File: config.mk
export PLATFORM = sky130hd
export DESIGN_NAME = uart_rx_fifo
export DESIGN_NICKNAME = d
export VERILOG_FILES = /design/src/rtl/uart_rx_fifo.sv
export SDC_FILE = /design/constraint.sdc
export NUM_CORES = 1
export LEC_CHECK = 0
export ABC_CLOCK_PERIOD_IN_PS = 3170
export BUFFER_PORTS_ARGS = -buffer_cell sky130_fd_sc_hd__buf_2
export CAP_MARGIN = 10
export CORE_MARGIN = 10
export CORE_UTILIZATION = 42
export CTS_CLUSTER_DIAMETER = 30
export DETAILED_ROUTE_END_ITERATION = 7
export PLACE_DENSITY = 0.62
export SLEW_MARGIN = 25
export SYNTH_ARGS = -nofsm -noshare
export SYNTH_HDL_FRONTEND = slang
export SYNTH_SLANG_ARGS = --single-unit
File: constraint.sdc
create_clock -name i_clock -period 3.17 [get_ports i_clock]
set_input_delay 0.634 -clock i_clock [delete_from_list [all_inputs] [get_ports i_clock]]
set_output_delay 0.634 -clock i_clock [all_outputs]
set_load 0.02 [all_outputs]
File: src/rtl/uart_rx_fifo.sv
// Receive-side byte FIFO behind the UART receiver.
// Bytes are captured on the receiver's one-cycle data-valid strobe. The oldest byte is
// presented first-word-fall-through and removed with a pop request. A sticky flag
// records any byte dropped because the buffer was full.
module uart_rx_fifo #(
   parameter int unsigned NB_DATA = 8,
   parameter int unsigned DEPTH   = 16,
   parameter int unsigned NB_ADDR = $clog2(DEPTH)
) (
   input  logic               i_clock,
   input  logic               i_reset,
   input  logic               i_data_valid,
   input  logic [NB_DATA-1:0] i_data,
   input  logic               i_read,
   input  logic               i_clear_overrun,
   output logic [NB_DATA-1:0] o_data,
   output logic               o_empty,
   output logic               o_full,
   output logic [NB_ADDR:0]   o_count,
   output logic               o_overrun
);

   localparam logic [NB_ADDR:0] CountFull = (NB_ADDR + 1)'(DEPTH);

   logic [NB_DATA-1:0] mem_q [DEPTH];
   logic [NB_ADDR-1:0] wr_ptr_q, wr_ptr_d;
   logic [NB_ADDR-1:0] rd_ptr_q, rd_ptr_d;
   logic [NB_ADDR:0]   count_q, count_d;
   logic               overrun_q, overrun_d;

   logic empty, full;
   logic rd_acc, wr_acc, drop;

   assign empty = (count_q == '0);
   assign full  = (count_q == CountFull);

   // A full FIFO still accepts a write when a pop frees the head slot in the same cycle.
   assign rd_acc = i_read & ~empty;
   assign wr_acc = i_data_valid & (~full | rd_acc);
   assign drop   = i_data_valid & full & ~rd_acc;

   // Next-state for pointers, occupancy and the sticky overrun flag.
   always_comb begin
      wr_ptr_d  = wr_ptr_q;
      rd_ptr_d  = rd_ptr_q;
      count_d   = count_q;
      overrun_d = overrun_q;

      if (wr_acc) begin
         wr_ptr_d = wr_ptr_q + NB_ADDR'(1);
      end
      if (rd_acc) begin
         rd_ptr_d = rd_ptr_q + NB_ADDR'(1);
      end

      unique case ({wr_acc, rd_acc})
         2'b10:   count_d = count_q + (NB_ADDR + 1)'(1);
         2'b01:   count_d = count_q - (NB_ADDR + 1)'(1);
         default: count_d = count_q;
      endcase

      // A drop in the same cycle as a clear keeps the flag set.
      if (drop) begin
         overrun_d = 1'b1;
      end else if (i_clear_overrun) begin
         overrun_d = 1'b0;
      end
   end

   // Control state with synchronous reset that overrides any concurrent traffic.
   always_ff @(posedge i_clock) begin
      if (i_reset) begin
         wr_ptr_q  <= '0;
         rd_ptr_q  <= '0;
         count_q   <= '0;
         overrun_q <= 1'b0;
      end else begin
         wr_ptr_q  <= wr_ptr_d;
         rd_ptr_q  <= rd_ptr_d;
         count_q   <= count_d;
         overrun_q <= overrun_d;
      end
   end

   // Byte storage; contents are not reset, the count alone marks them valid.
   always_ff @(posedge i_clock) begin
      if (wr_acc && !i_reset) begin
         mem_q[wr_ptr_q] <= i_data;
      end
   end

   // Outputs depend only on registered state.
   always_comb begin
      o_data    = empty ? '0 : mem_q[rd_ptr_q];
      o_empty   = empty;
      o_full    = full;
      o_count   = count_q;
      o_overrun = overrun_q;
   end

endmodule

==> flow_summary.json <==
{
  "final.period_utilization": 0.932,
  "clock_latency_ns": 0.42,
  "cts_tree": "done",
  "vias": 3087,
  "synth_top_area_cell": "edfxtp_1",
  "die_area_um2": 19200,
  "drive_above_1_share": 0.320,
  "gr-total-overflow": 0,
  "hold_viol_final": 0,
  "die_w_um": 139,
  "dp_hpwl_um": 7330,
  "grt_pass1_vias": 3307,
  "placedInstanceArea_um2": 6380,
  "finalSetupViolations": 0,
  "relSlewSlack": 0.567,
  "yosys-top-cells-area": "edfxtp_1 (65%), mux4_2 (12%), dfxtp_1 (6.1%)",
  "period_minus_slack_ns": 2.95,
  "r2r_cells": 8,
  "peakVddDrop_uv": 474,
  "synth_top_area_frac": 0.651,
  "start_util": 0.427,
  "rsz0062_at_grt": "no",
  "dpl_worst_slack_ns": 0.516,
  "ys_warn_count": 0,
  "area_growth_pct": 18.9,
  "hold_class": "in -> reg",
  "drv_cap": 0,
  "fin_cells": 567,
  "routed_wl_um": 11400,
  "worstPathRequired_ns": 2.54,
  "cts_root_buffer": "clkbuf_16",
  "io_buffer_count": 28,
  "grt_pass1_wl_um": 18100,
  "arrival_ns": 2.32,
  "synth_cells": 321,
  "worstHoldPathCells": 4,
  "h-tree-depth": 4,
  "routedWlPerCell_um": 20.2,
  "setup_ws_ns": 0.216,
  "syn-num-nets": 341,
  "synth-seq-cells": 146,
  "max_freq_ghz": 0.338,
  "tightest_slew_ns": 0.641,
  "die_h_um": 139,
  "clk_pin_slew_ns": 0.06,
  "syn_area_um2": 5900,
  "holdBufCountCts": 0,
  "globalplace.congestion": 0.802,
  "worst_setup_path_start_kind": "flip-flop",
  "reg2reg_from": "o_count[1]",
  "drtAntennaViolNets": 0,
  "setup_tns_ns": 0,
  "avgViaCountPerCell": 5.44,
  "cts.repair.resized": 0,
  "row_count": 43,
  "crit_type": "reg -> out",
  "core-area_um2": 13800,
  "cp-end-kind": "output pin",
  "syn_avg_cell_area_um2": 18.4,
  "grt_max_degree": 33,
  "ys_types": 44,
  "p_leak_nw": 2.33,
  "cts_setup_buffers": 0,
  "power_density_nw_per_um2": 802,
  "nNetsFinal": 394,
  "clock-sinks": 146,
  "hp-start": "i_clear_overrun",
  "final-max-slew-violation-count": 0,
  "cts_buffers": 17,
  "antenna_found_initial": 0,
  "stdcell_area_um2": 7020,
  "status": "finished, final reports clean",
  "clock_skew_ns": 0.0122,
  "drc": 0,
  "drt_iter0_markers": 249,
  "clockBufferDepth": 2,
  "nFillCells": 1132,
  "critPathMaxFanout": 14,
  "io_pins": 29,
  "firstDrtPassIters": 4,
  "grt_usage": 0.124,
  "antenna_cells": 0,
  "seq_area_frac_synth": 0.712,
  "reg2reg_slack_ns": 0.57,
  "r2r_end": "o_count[4]",
  "min_to": "o_overrun",
  "placedCellCount": 535,
  "whs_ns": 0.520
}
## critical path, cell delays in order (launching register included)
cell and delay (ns):
dfxtp_2 0.59, buf_12 0.23, mux4_2 0.51, mux2i_1 0.26, o22ai_1 0.12, buf_2 0.17
## flip-flops by register name (all words and copies together) (netlist names), named ones only
register	flops
mem_q	128
o_count	5
o_overrun	1
rd_ptr_q	4
wr_ptr_q	4
## per-stage QoR
stage          power [mW]   util
3_3_place_gp         3.51  0.461
2_1_floorplan        3.20      -
3_5_place_dp         3.54  0.461
6_report             5.63  0.508
4_1_cts              5.69  0.508
5_1_grt              5.89  0.508
## how the worst max path moves through the flow
stage | to | slack (ns) | cells after the start
global placement | o_count[4] | 0.63 | 9
global route | o_data[7] | 0.08 | 5
detailed placement | o_count[4] | 0.52 | 9
floorplan | o_data[0] | 0.55 | 7
CTS | o_data[7] | 0.17 | 5
finish | o_data[7] | 0.22 | 5
## synthesized netlist by cell type, drive strengths merged
library cell / instances
or3: 2
clkbuf: 8
nor4: 1
o22ai: 8
dfxtp: 18
a2111oi: 1
o211ai: 2
nor3b: 2
mux2i: 19
nand3b: 1
o31a: 2
o21ai: 4
nand4: 1
o2111ai: 1
o2111a: 1
xor2: 4
or4: 1
o21a: 2
ha: 7
nand3: 1
mux2: 2
a21boi: 2
inv: 4
buf: 8
a21oi: 4
nor3: 3
nor2: 30
mux4: 32
edfxtp: 128
a311oi: 2
nor2b: 4
nand2: 7
o41ai: 1
or2: 3
xnor2: 1
o311ai: 1
o211a: 1
nand2b: 2
## logic make-up after synthesis
family                   count (synthesis)  synth area share
AO/OA/AOI/OAI                           32            0.0443
AND/OR/NAND/NOR                         58            0.0468
multiplexers                            53             0.158
adder cells (fa/ha/maj)                  7            0.0148
XOR/XNOR                                 5           0.00742
buffers and inverters                   20            0.0163
flip-flops                             146             0.712
## layout by cell type, fill, tap and decap left out, drive strengths merged, types with 4 or more instances in the layout
| cell | netlist | layout |
|---|---|---|
| a21oi | 4 | 4 |
| buf | 8 | 50 |
| bufinv | 0 | 5 |
| clkbuf | 8 | 17 |
| clkinv | 0 | 8 |
| dfxtp | 18 | 18 |
| edfxtp | 128 | 128 |
| ha | 7 | 7 |
| inv | 4 | 4 |
| mux2i | 19 | 19 |
| mux4 | 32 | 32 |
| nand2 | 7 | 7 |
| nor2 | 30 | 30 |
| nor2b | 4 | 4 |
| o21ai | 4 | 4 |
| o22ai | 8 | 8 |
| xor2 | 4 | 4 |
## power by group
part           switching (mW)  internal (mW)
clock network           0.756           1.39
registers               0.107           2.16
logic                   0.679          0.543
total                    1.54           4.09
## cell type report
class / count / area [um2] / share of cell area
repair buffers: 50 / 330 / 0.0471
well taps: 180 / 225 / 0.0321
flip-flops and latches: 146 / 4210 / 0.599
clock buffers: 17 / 425 / 0.0606
inverters: 4 / 15.0 / 0.00214
clock inverters: 15 / 215 / 0.0307
multi-input cells: 155 / 1600 / 0.228
## per-layer routing
layer | vias up | GRT usage | part of all wire
li1 | 1394 | - | -
met1 | 1580 | 0.145 | 0.42
met2 | 87 | 0.201 | 0.51
met3 | 26 | 0.0442 | 0.046
met4 | 0 | 0.0505 | 0.021
met5 | - | 0 | 0
Note: power is estimated with default switching activity, not from simulation.
